**config.mk**
```make
export PLATFORM = sky130hd
export DESIGN_NAME = calculator_input_ctrl
export DESIGN_NICKNAME = d
export VERILOG_FILES = /design/src/rtl/calc_pkg.sv /design/src/rtl/button_edge_detect.sv /design/src/rtl/calculator_input_ctrl.sv
export SDC_FILE = /design/constraint.sdc
export NUM_CORES = 1
export LEC_CHECK = 0
export CAP_MARGIN = 30
export CORE_MARGIN = 1
export CORE_UTILIZATION = 55
export CTS_BUF_LIST = sky130_fd_sc_hd__clkbuf_16
export CTS_CLUSTER_DIAMETER = 100
export CTS_CLUSTER_SIZE = 10
export DETAILED_ROUTE_END_ITERATION = 8
export PLACE_DENSITY = 0.83
export SYNTH_ARGS = -nofsm -noshare
export SYNTH_HDL_FRONTEND = slang
export SYNTH_SLANG_ARGS = --single-unit
```
**constraint.sdc**
```tcl
create_clock -name clk -period 6.78 [get_ports clk]
set_input_delay 1.695 -clock clk [delete_from_list [all_inputs] [get_ports clk]]
set_output_delay 1.695 -clock clk [all_outputs]
set_load 0.02 [all_outputs]
```
**src/rtl/calc_pkg.sv**
```systemverilog
// Shared types and keypad map for the calculator front end.
// Grid cells 0..15 are hex digits; cells 16..23 are operators and controls.
package calc_pkg;

  typedef enum logic [2:0] {
    OP_ADD = 3'd0,
    OP_SUB = 3'd1,
    OP_MUL = 3'd2,
    OP_AND = 3'd3,
    OP_OR  = 3'd4
  } op_t;

  typedef enum logic [1:0] {
    S_OP1  = 2'd0,
    S_OP2  = 2'd1,
    S_DONE = 2'd2
  } state_t;

  typedef enum logic [2:0] {
    K_NONE,
    K_DIGIT,
    K_OPER,
    K_CE,
    K_CLR,
    K_EXE
  } kind_t;

  typedef struct packed {
    kind_t      kind;
    logic [3:0] digit;
    op_t        op;
  } key_t;

  localparam int GRID_W = 6;
  localparam int GRID_H = 4;

  localparam logic [4:0] IDX_ADD = 5'd16;
  localparam logic [4:0] IDX_SUB = 5'd17;
  localparam logic [4:0] IDX_MUL = 5'd18;
  localparam logic [4:0] IDX_AND = 5'd19;
  localparam logic [4:0] IDX_OR  = 5'd20;
  localparam logic [4:0] IDX_CE  = 5'd21;
  localparam logic [4:0] IDX_CLR = 5'd22;
  localparam logic [4:0] IDX_EXE = 5'd23;

  function automatic key_t key_at(
    input logic [2:0] x,
    input logic [1:0] y
  );
    logic [4:0] idx;
    key_t       k;
    idx = 5'(y) * 5'd6 + 5'(x);
    k.kind  = K_NONE;
    k.digit = idx[3:0];
    k.op    = OP_ADD;
    if (idx < 5'd16) begin
      k.kind = K_DIGIT;
    end else begin
      case (idx)
        IDX_ADD: begin k.kind = K_OPER; k.op = OP_ADD; end
        IDX_SUB: begin k.kind = K_OPER; k.op = OP_SUB; end
        IDX_MUL: begin k.kind = K_OPER; k.op = OP_MUL; end
        IDX_AND: begin k.kind = K_OPER; k.op = OP_AND; end
        IDX_OR:  begin k.kind = K_OPER; k.op = OP_OR;  end
        IDX_CE:  k.kind = K_CE;
        IDX_CLR: k.kind = K_CLR;
        IDX_EXE: k.kind = K_EXE;
        default: k.kind = K_NONE;
      endcase
    end
    return k;
  endfunction

endpackage

```
**src/rtl/button_edge_detect.sv**
```systemverilog
// Multi-flop synchronizer followed by a rising- or any-edge detector.
// edge_o is high for one cycle per synchronized transition.
module button_edge_detect #(
  parameter int SYNC_STAGES = 2,
  parameter bit BOTH_EDGES  = 1'b0
) (
  input  logic clk,
  input  logic rst_n,
  input  logic d_i,
  output logic level_o,
  output logic edge_o
);

  logic [SYNC_STAGES-1:0] sync_q;
  logic                   prev_q;

  always_ff @(posedge clk or negedge rst_n) begin
    if (!rst_n) begin
      sync_q <= '0;
      prev_q <= 1'b0;
    end else begin
      sync_q <= SYNC_STAGES'({sync_q, d_i});
      prev_q <= sync_q[SYNC_STAGES-1];
    end
  end

  assign level_o = sync_q[SYNC_STAGES-1];
  assign edge_o  = BOTH_EDGES ? (level_o ^ prev_q)
                              : (level_o & ~prev_q);

endmodule

```
**src/rtl/calculator_input_ctrl.sv**
```systemverilog
// Keypad controller: cursor motion over the 6x4 grid and operand entry.
// Drives operands, opcode and a one-cycle exe strobe to the ALU/screen.
module calculator_input_ctrl
  import calc_pkg::*;
#(
  parameter int MAX_DIGITS  = 4,
  parameter int SYNC_STAGES = 2
) (
  input  logic        clk,
  input  logic        rst_n,
  input  logic        mode,
  input  logic        btn_up,
  input  logic        btn_down,
  input  logic        btn_left,
  input  logic        btn_right,
  input  logic        btn_center,
  output logic [2:0]  pos_x,
  output logic [1:0]  pos_y,
  output logic [2:0]  op,
  output logic [15:0] op1,
  output logic [15:0] op2,
  output logic [15:0] input_screen,
  output logic        exe
);

  localparam int CW = $clog2(MAX_DIGITS + 1);

  logic [4:0] btn_raw;
  logic [4:0] rise;
  logic [4:0] lvl_unused;
  logic       mode_s;
  logic       mode_chg;

  assign btn_raw = {btn_center, btn_up, btn_down,
                    btn_left, btn_right};

  for (genvar i = 0; i < 5; i++) begin : g_btn
    button_edge_detect #(
      .SYNC_STAGES(SYNC_STAGES),
      .BOTH_EDGES (1'b0)
    ) u_btn (
      .clk    (clk),
      .rst_n  (rst_n),
      .d_i    (btn_raw[i]),
      .level_o(lvl_unused[i]),
      .edge_o (rise[i])
    );
  end

  button_edge_detect #(
    .SYNC_STAGES(SYNC_STAGES),
    .BOTH_EDGES (1'b1)
  ) u_mode (
    .clk    (clk),
    .rst_n  (rst_n),
    .d_i    (mode),
    .level_o(mode_s),
    .edge_o (mode_chg)
  );

  logic act_c, act_u, act_d, act_l, act_r;

  assign act_c = rise[4];
  assign act_u = rise[3] & ~rise[4];
  assign act_d = rise[2] & ~|rise[4:3];
  assign act_l = rise[1] & ~|rise[4:2];
  assign act_r = rise[0] & ~|rise[4:1];

  state_t      state_q, state_d;
  logic [2:0]  pos_x_q, pos_x_d;
  logic [1:0]  pos_y_q, pos_y_d;
  op_t         op_q, op_d;
  logic [15:0] op1_q, op1_d;
  logic [15:0] op2_q, op2_d;
  logic [15:0] scr_q, scr_d;
  logic [CW-1:0] cnt_q, cnt_d;
  logic        exe_q, exe_d;

  key_t key;
  logic digit_ok;

  assign key      = key_at(pos_x_q, pos_y_q);
  assign digit_ok = mode_s | (key.digit <= 4'd9);

  always_ff @(posedge clk or negedge rst_n) begin
    if (!rst_n) state_q <= S_OP1;
    else        state_q <= state_d;
  end

  always_ff @(posedge clk or negedge rst_n) begin
    if (!rst_n) begin
      pos_x_q <= '0;
      pos_y_q <= '0;
      op_q    <= OP_ADD;
      op1_q   <= '0;
      op2_q   <= '0;
      scr_q   <= '0;
      cnt_q   <= '0;
      exe_q   <= 1'b0;
    end else begin
      pos_x_q <= pos_x_d;
      pos_y_q <= pos_y_d;
      op_q    <= op_d;
      op1_q   <= op1_d;
      op2_q   <= op2_d;
      scr_q   <= scr_d;
      cnt_q   <= cnt_d;
      exe_q   <= exe_d;
    end
  end

  always_comb begin
    state_d = state_q;
    pos_x_d = pos_x_q;
    pos_y_d = pos_y_q;
    op_d    = op_q;
    op1_d   = op1_q;
    op2_d   = op2_q;
    scr_d   = scr_q;
    cnt_d   = cnt_q;
    exe_d   = 1'b0;
    // A mode flip invalidates any half-typed operand, so it clears like CLR.
    if (mode_chg || (act_c && key.kind == K_CLR)) begin
      state_d = S_OP1;
      op_d    = OP_ADD;
      op1_d   = '0;
      op2_d   = '0;
      scr_d   = '0;
      cnt_d   = '0;
    end else begin
      unique case (1'b1)
        act_c: begin
          case (key.kind)
            K_DIGIT: begin
              if (digit_ok) begin
                if (state_q == S_DONE) begin
                  state_d = S_OP1;
                  op1_d   = '0;
                  op2_d   = '0;
                  scr_d   = {12'h000, key.digit};
                  cnt_d   = CW'(1);
                end else if (cnt_q < CW'(MAX_DIGITS)) begin
                  scr_d = {scr_q[11:0], key.digit};
                  cnt_d = cnt_q + CW'(1);
                end
              end
            end
            K_OPER: begin
              if (state_q == S_OP1) begin
                op1_d   = scr_q;
                op_d    = key.op;
                scr_d   = '0;
                cnt_d   = '0;
                state_d = S_OP2;
              end else if (state_q == S_OP2) begin
                op_d = key.op;
              end
            end
            K_EXE: begin
              if (state_q == S_OP2) begin
                op2_d   = scr_q;
                exe_d   = 1'b1;
                state_d = S_DONE;
              end
            end
            K_CE: begin
              scr_d = '0;
              cnt_d = '0;
              if (state_q == S_DONE) state_d = S_OP1;
            end
            default: ;
          endcase
        end
        act_u: pos_y_d = pos_y_q - 2'd1;
        act_d: pos_y_d = pos_y_q + 2'd1;
        act_l: pos_x_d = (pos_x_q == 3'd0) ? 3'd5
                                           : pos_x_q - 3'd1;
        act_r: pos_x_d = (pos_x_q == 3'd5) ? 3'd0
                                           : pos_x_q + 3'd1;
        default: ;
      endcase
    end
  end

  always_comb begin
    pos_x        = pos_x_q;
    pos_y        = pos_y_q;
    op           = op_q;
    op1          = op1_q;
    op2          = op2_q;
    input_screen = scr_q;
    exe          = exe_q;
  end

endmodule

```
Yosys cells after proc, flatten, opt, wreduce, memory -nomap -nowiden --
Cells that the tools add are included. W data, S select, Z words.
Storage, ports and cells: register bits 80, bits of input ports 8, output and inout bits 57, word-level logic and storage cells 145
Cells by class: $add $sub $neg 6, $mul 1, magnitude comparators 3, equality and inequality tests 21, muxes and demuxes 48, bitwise gates (word level) 18, reduce and logical (&&, ||, !) cells 27
Operator list (number):
- $mux W16 | 14
- $pmux W16 S2 | 2
- $pmux W16 S3 | 1
- $mux W3 | 15
- $eq A5 B5 Y1 const B | 8
- $pmux W3 S4 | 2
- $reduce_and A5 Y1 | 4
- $mux W2 | 6
- $ne A3 B3 Y1 const B | 4
- $and A1 B1 Y1 | 9
- $eq A3 B3 Y1 const B | 3
- $pmux W3 S3 | 1
- $reduce_bool A3 Y1 | 3
- $pmux W2 S4 | 1
- $reduce_bool A2 Y1 | 4
- $not A1 Y1 | 7
- $add A3 B1 Y3 const B | 2
- $eq A3 B2 Y1 const B | 2
- $pmux W3 S2 | 1
- $add A5 B3 Y5 | 1
- $lt A5 B5 Y1 const B | 1
- $reduce_bool A5 Y1 | 1
- $reduce_or A5 Y1 | 1
- $le A4 B4 Y1 const B | 1
- 24 further kinds | 30

Depth between registers and ports, before layout --
Gate-level depths: netlist (run 1).
word-level depth 11, gate-level depth with buffers 12, gate-level depth less buffers 10

Cells and area by module --
A second synthesis (run 1) with hierarchy kept.
Second synthesis, totals: cells, all modules 365, area, all modules 3738.6 µm²
By module, submodules not included:
- calculator_input_ctrl | instances 1, cells an instance 341, area each 3210.6 µm², seq. area each 1551.5 µm²
- button_edge_detect at g_btn[0].u_btn ... | instances 5, cells an instance 4, area each 88.8 µm², seq. area each 75.1 µm²
- button_edge_detect at u_mode | instances 1, cells an instance 4, area each 83.8 µm², seq. area each 75.1 µm²

Worst setup path after synthesis (run 1) --
OpenSTA, ideal clock, no wires.
kind reg2reg, start reg pos_y_q[0], in the netlist pos_y[0], end reg scr_q[10], in the netlist input_screen[10], setup time 134 ps, arrival 2804 ps, data required time 6646 ps, slack 3842 ps, stages on the path, launching flop included 12, path buffers 2, period minus slack after synthesis 2938 ps, cell sequence dfrtp_1 inv_1 ha_1 fa_1 nand2b_1 or3_1 a31o_2 a211o_1 buf_4 buf_6 nand2_1 o21ai_0
On the way: cells in the longest elaborated chain, start to end 11, elaborated cells on any way between the ends 31, those cells by class add/sub (1); mul (1); order compare (2); eq/ne (15); mux (5); bitwise (1); reduce/logical (6)
Ends and longest elaborated chain:
- from (decl) | line calculator_input_ctrl.sv:71 | logic [1:0] pos_y_q, pos_y_d;
- from (signal assigned) | line calculator_input_ctrl.sv:102 | pos_y_q <= pos_y_d;
- $mul A2 B2 Y4 (*) | line calc_pkg.sv:52 | idx = 5'(y) * 5'd6 + 5'(x);
- $add A5 B3 Y5 (*) | line calc_pkg.sv:52
- $eq A5 B5 Y1 | line calc_pkg.sv:59 | case (idx)
- $reduce_or A5 Y1 (no source line)
- $pmux W3 S4 | line calc_pkg.sv:59
- $mux W3 | line calc_pkg.sv:56 | if (idx < 5'd16) begin
- $eq A3 B3 Y1 | line calculator_input_ctrl.sv:123 | if (mode_chg || (act_c && key.kind == K_CLR)) begin
- $logic_and A1 B1 Y1 | line calculator_input_ctrl.sv:123
- $logic_or A1 B1 Y1 | line calculator_input_ctrl.sv:123
- $ne A4 B4 Y1 (no source line), or another cell as far along
- $reduce_and A5 Y1 (no source line)
- to (signal assigned) | line calculator_input_ctrl.sv:106 | scr_q <= scr_d;
- to (decl) | line calculator_input_ctrl.sv:75 | logic [15:0] scr_q, scr_d;
Mark *: on every way between the ends. The rest lies on a longest branch, timed or not. The select of a mux whose other input is x is not followed. A chain may end at the register's enable or synchronous reset.

Final worst setup path (run 1) --
start reg pos_x_q[0], in the netlist pos_x[0], end out pos_x[0]
RTL lines:
- from (decl) | line calculator_input_ctrl.sv:70 | logic [2:0] pos_x_q, pos_x_d;
- from (signal assigned) | line calculator_input_ctrl.sv:101 | pos_x_q <= pos_x_d;
- to (decl) | line calculator_input_ctrl.sv:17 | output logic [2:0] pos_x,
No word-level cell between the ends.

==> results of run 1 <==
==> sequential cells by signal, indices dropped and copies added (netlist names) <==
signal,cells
input_screen,16
op1,16
op2,16
g_btn.u_btn.sync_q,10
g_btn.u_btn.prev_q,5
cnt_q,3
op,3
pos_x,3
pos_y,2
state_q,2
u_mode.sync_q,2
exe,1
u_mode.prev_q,1
==> per-stage QoR <==
stage,area [um2],std cells,hold slack (ns)
2_1_floorplan,3576,369,0.3312
3_3_place_gp,4222,492,0.3327
3_5_place_dp,4222,492,0.3347
4_1_cts,4532,507,0.3475
5_1_grt,4587,509,0.3563
6_report,4587,509,0.3464
==> where the power goes <==
group	internal, mW	total (mW)	leakage, nW	switching, mW
registers	0.547	0.657	1.05	0.109
logic	0.337	0.848	0.710	0.512
clock network	0.320	0.510	0.155	0.190
total	1.20	2.01	1.92	0.811
==> cell type report <==
cell class | count | area [um2] | area share, %
Clock buffer | 9 | 225.2 | 4.910
Clock inverter | 6 | 85.08 | 1.855
Inverter | 26 | 97.59 | 2.128
Multi-Input combinational cell | 244 | 1380 | 30.09
Sequential cell | 80 | 2002 | 43.64
Tap cell | 77 | 96.34 | 2.100
Timing Repair Buffer | 67 | 700.7 | 15.28
==> synthesized netlist by cell type (all sizes together), types with 2 or more instances <==
| cell | n | area share [%] |
|---|---|---|
| nor2b | 5 | 0.87 |
| nor3 | 5 | 0.84 |
| nor4b | 2 | 0.49 |
| ha | 6 | 2.1 |
| a21o | 2 | 0.42 |
| nand3 | 20 | 2.8 |
| a31oi | 2 | 0.35 |
| xnor2 | 4 | 0.98 |
| o22ai | 2 | 0.35 |
| and3b | 2 | 0.49 |
| nor2 | 11 | 1.2 |
| a31o | 2 | 0.49 |
| dfrtp | 80 | 56 |
| mux2i | 2 | 0.56 |
| nand2 | 70 | 7.3 |
| buf | 8 | 1.5 |
| o21ai | 56 | 7.8 |
| nor3b | 3 | 0.63 |
| nand2b | 9 | 1.6 |
| inv | 26 | 2.7 |
| a211oi | 4 | 1.1 |
| nand4 | 3 | 0.52 |
| clkbuf | 11 | 1.2 |
| a21oi | 10 | 1.5 |
==> cell families after synthesis <==
family	synth area share [%]
xor+xnor	1.435
simple gates	18.34
buf+inv	5.423
flops	55.98
fa+ha+maj	2.659
mux	0.8747
compound gates	15.29
==> worst max path at each step <==
stage                         from                to  cells after the start
after floorplan           pos_y[0]  input_screen[10]                     11
after global placement    pos_y[0]          cnt_q[0]                      9
after detailed placement  pos_y[0]  input_screen[10]                      8
after CTS                 pos_y[0]          cnt_q[2]                      9
after global routing      pos_y[0]            op2[9]                      9
final                     pos_x[0]          pos_x[0]                      1
==> per-layer routing <==
metal / vias up / GRT usage, %
li1: 1371 / -
met1: 1413 / 40.93
met2: 128 / 35.62
met3: 10 / 6.154
met4: 0 / 8.966
met5: - / 0
==> impl_metrics.toml, run 1 <==
[status]
outcome = "finished, final reports clean"

[finish]
layout-drive-gt1-share_pct = 6.481
final_nets = 443
diodes = 0
layout_commonest_cell = "dfrtp_1"
syn2layout_area_growth_pct = 28.27
final_cell_mix = "80 x dfrtp_1, 70 x nand2_1, 63 x clkdlybuf4s50_1"
final_util_pct = 72.65
n_fill_cell = 467

[route]
post-route-drc-count = 0
routedWlPerCell_um = 16.31
firstDrtPassIters = 5
drt-total-wl_um = 8300
met2_length_um = 3802
drt-met1-wl_um = 3763
drtIter0Drc = 243
ant_nets = 0
vias = 2922
top_layer = "met4"
via_per_inst = 5.741
route.met3.wl_um = 642

[worst_setup_path]
r2r_setup_slack_ns = 3.45
path_cells = "clkdlybuf4s50_1"
worst_path_max_delay_cell = "dfrtp_1"
reg2reg_from = "pos_y[0]"
crit_arrival_ns = 1.77
crit_buf_inv = 1
worst-setup-path-type = "reg2out"
cp_top_family = "flip-flops"
end_kind = "output pin"
critical-path-max-stage-delay_ns = 0.73
start_kind = "register"
r2r_cells = 9
required_ns = 5.09
r2r-end = "op2[9]"
crit_fanout = 18

[floorplan]
ios = 65
start_util_pct = 56.64
core_mm2 = 0.006314
dieArea_mm2 = 0.006829
rows = 29
die_h_um = 82.64
die_w_um = 82.64

[synth]
synth-edff-count = 0
synth_warnings = 0
synthCells = 369
synth_ff_type = "dfrtp_1"
synth_nets = 384
mappedNetlistArea_mm2 = 0.003576
ys_seq_elements = 80
ys_async_sr_fraction_pct = 100.0
avgSynthCellArea_um2 = 9.691
ys_seq_area_share_pct = 55.98
synth_cell_types = 54

[global_routing]
grt_util_all_layers_pct = 26.26
grt_pass1_wl_um = 13030
grt_remaining_overflow = 0
grt_start_max_net_pins = 81
grt_pass1_vias = 2561
antenna_found_initial = 0

[timing]
hold_viol_final = 0
setup_viol = 0
fin_worst_skew_ns = 0.01059
max_slew_margin_pct = 39.41
slew_viol_final = 0
rsz0062_at_grt = "no"
min_period_ns = 3.469
fin_crit_sh_pct = 51.17
layout_setup_ws_ns = 3.311
setup-tns-final_ns = 0
tightest_slew_ns = 0.9040
fmax_mhz = 288.3

[worst_hold_path]
hold_path_class = "reg2reg"
min_from = "g_btn[3].u_btn.sync_q[0]"
hold_depth = 0
min_to = "g_btn[3].u_btn.sync_q[1]"

[placement]
hpwlAfterDp_um = 5447
place.gp.congestion = 0.8512
port-buffer-count = 64
dp_slack_ns = 3.253

[pwr]
leakage_nw = 1.918
p_per_area_mw_per_mm2 = 439.3
finalPower_mw = 2.015
peakVddDrop_uv = 330.7

[cts]
ctsResizeCount = 0
cts_hold_buf = 0
clockBufferDepth = 2
cts.sinks = 80
cts_tree = "yes"
h-tree-depth = 3
cts_made_buffers = 9
path_clk_slew_ns = 0.06
cts_setup_buffers = 0
clkLatencyLatePin_ns = 0.34
cts_root_buffer = "clkbuf_16"

[job]
cap_violations = 0
Note: power is estimated with default switching activity, not from simulation.
==> run 2: changes to the inputs <==
CORE_UTILIZATION = 47   (was 55)
PLACE_DENSITY = 0.76   (was 0.83)
clock period = 3 ns   (was 6.78 ns; I/O delays follow)
==> run 2 against run 1 <==
Compared with the run above:
- sequential power up 120%
- combinational power up 150%
- global-route usage down 4.3 points
- wire length down 1.2%
- cell count up 6.7%
- core utilization down 7.7 points
- critical path type is now reg2reg
==> impl_metrics.toml, run 2 (same netlist as run 1, synthesis figures left out) <==
[cts]
cts_made_buffers = 9
cts_root_buffer = "clkbuf_16"
cts_tree = "yes"
clkLatencyLatePin_ns = 0.33
h-tree-depth = 3
cts_hold_buf = 0
path_clk_slew_ns = 0.06
clockBufferDepth = 2
cts.sinks = 80

[finish]
layout_commonest_cell = "dfrtp_1"
final_cell_mix = "80 x dfrtp_1, 70 x nand2_1, 63 x clkdlybuf4s50_1"
syn2layout_area_growth_pct = 32.40
layout-drive-gt1-share_pct = 11.04
postLayoutCellArea_mm2 = 0.004735
final_nets = 454
diodes = 0

[timing]
rsz0062_at_grt = "no"
setup_viol = 0
fin_crit_sh_pct = 94.67
fmax_mhz = 352.1
slew_viol_final = 0
min_period_ns = 2.840
tightest_slew_ns = 0.5713
max_slew_margin_pct = 61.88
fin_worst_skew_ns = 0.007800
hold_viol_final = 0
setup-tns-final_ns = 0

[placement]
place.gp.congestion = 0.8705
hpwlAfterDp_um = 5711
dpl_cell_area_mm2 = 0.004377
port-buffer-count = 64

[floorplan]
dieArea_mm2 = 0.007961
die_h_um = 89.23
rows = 31
core_mm2 = 0.007292
ios = 65
die_w_um = 89.23
start_util_pct = 49.04

[worst_setup_path]
required_ns = 3.27
critical-path-max-stage-delay_ns = 0.41
start_kind = "register"
end_kind = "register"
crit_fanout = 38
crit_arrival_ns = 3.11
path_cells = "inv_1 > ha_1 > fa_2 > nand2b_1 > or3_4 > a31o_2 > a211o_1 > buf_12 > a211oi_2 > a21o_1"
worst-setup-path-type = "reg2reg"
worst_path_max_delay_cell = "fa_2"

[route]
ant_nets = 0
post-route-drc-count = 0
drt-total-wl_um = 8202
vias = 2873
via_per_inst = 5.291
drtIter0Drc = 199
routedWlPerCell_um = 15.10
firstDrtPassIters = 4

[worst_hold_path]
hold_path_class = "in2async"

[global_routing]
grt_start_max_net_pins = 81
grt_pass1_wl_um = 12930
grt_util_all_layers_pct = 21.94
antenna_found_initial = 0
grt_remaining_overflow = 0
grt_pass1_vias = 2566

[pwr]
combPwrFrac_pct = 45.4
p_per_area_mw_per_mm2 = 980.5
leakage_nw = 1.962
p_seq_share_pct = 31.0
peakVddDrop_uv = 461.1
p_clk_share_pct = 23.6
internal-power_mw = 2.778
switchingPower_mw = 1.864
sw_frac_of_total_pct = 40.16

[job]
cap_violations = 0

[status]
outcome = "finished, final reports clean"
[run 2: changes by cell type in the layout (fill, tap and decap cells not counted), sizes merged]
cell	previous run	this run
inv	28	29
bufinv	2	1
clkinv	2	0
clkinvlp	0	3
buf	4	15
[run 2: repair_timing]
action / in CTS / in global routing
endpoints found under the setup margin: 1 / 50
buffers inserted: 0 / 0
pin swaps: 0 / 0
gates resized for setup: 1 / 6
[run 2: area by class of cell]
type	count	area, um2
Fill cell	621	2557
Sequential cell	80	2002
Multi-Input combinational cell	244	1406
Clock inverter	7	78.83
Timing Repair Buffer	78	800.8
Inverter	26	97.59
Tap cell	99	123.9
Clock buffer	9	225.2
[run 2: worst paths after layout]
path,start,end,slack [ns],cells after the start
min,rst_n,g_btn[1].u_btn.sync_q[1],0.35,1
min in group clk,g_btn[4].u_btn.sync_q[0],g_btn[4].u_btn.sync_q[1],0.35,0
max reg2reg,pos_y[0],cnt_q[0],0.16,10
max in group asynchronous,rst_n,op1[5],2.09,2
max,pos_y[0],cnt_q[0],0.16,10
min reg2reg,g_btn[4].u_btn.sync_q[0],g_btn[4].u_btn.sync_q[1],0.35,0
[run 2: metal layers]
metal  track usage [%]  wire length, um
met5                 0                0
met4             8.369              128
met3             3.601              422
met2             34.28             3920
met1             30.87             3732
[run 2: power groups by stage]
stage	combinational, mW	clock, mW	sequential (mW)
2_1_floorplan	1.22	0	1.54
3_3_place_gp	2.02	0	1.46
3_5_place_dp	2.04	0	1.46
4_1_cts	2.05	1.12	1.44
5_1_grt	2.31	1.16	1.46
6_report	2.11	1.10	1.44
[run 2: stage by stage]
| stage | util, % | setup WS, ns | cells | hold WS (ns) | power, mW |
|---|---|---|---|---|---|
| 2_1_floorplan | - | 0.06159 | 369 | 0.3312 | 2.765 |
| 3_3_place_gp | 60.02 | 0.08925 | 526 | 0.3327 | 3.481 |
| 3_5_place_dp | 60.02 | 0.01088 | 526 | 0.3347 | 3.495 |
| 4_1_cts | 64.24 | 0.003793 | 542 | 0.3490 | 4.614 |
| 5_1_grt | 64.93 | 0.03754 | 543 | 0.3560 | 4.930 |
| 6_report | 64.93 | 0.1600 | 543 | 0.3462 | 4.642 |
[run 2: critical path, delay by kind of cell (launching register included)]
kind            cells  cell delay (ns)
compound gates      4             0.85
fa+ha+maj           2             0.75
buf+inv             2             0.24
flops               1             0.37
simple gates        2             0.57
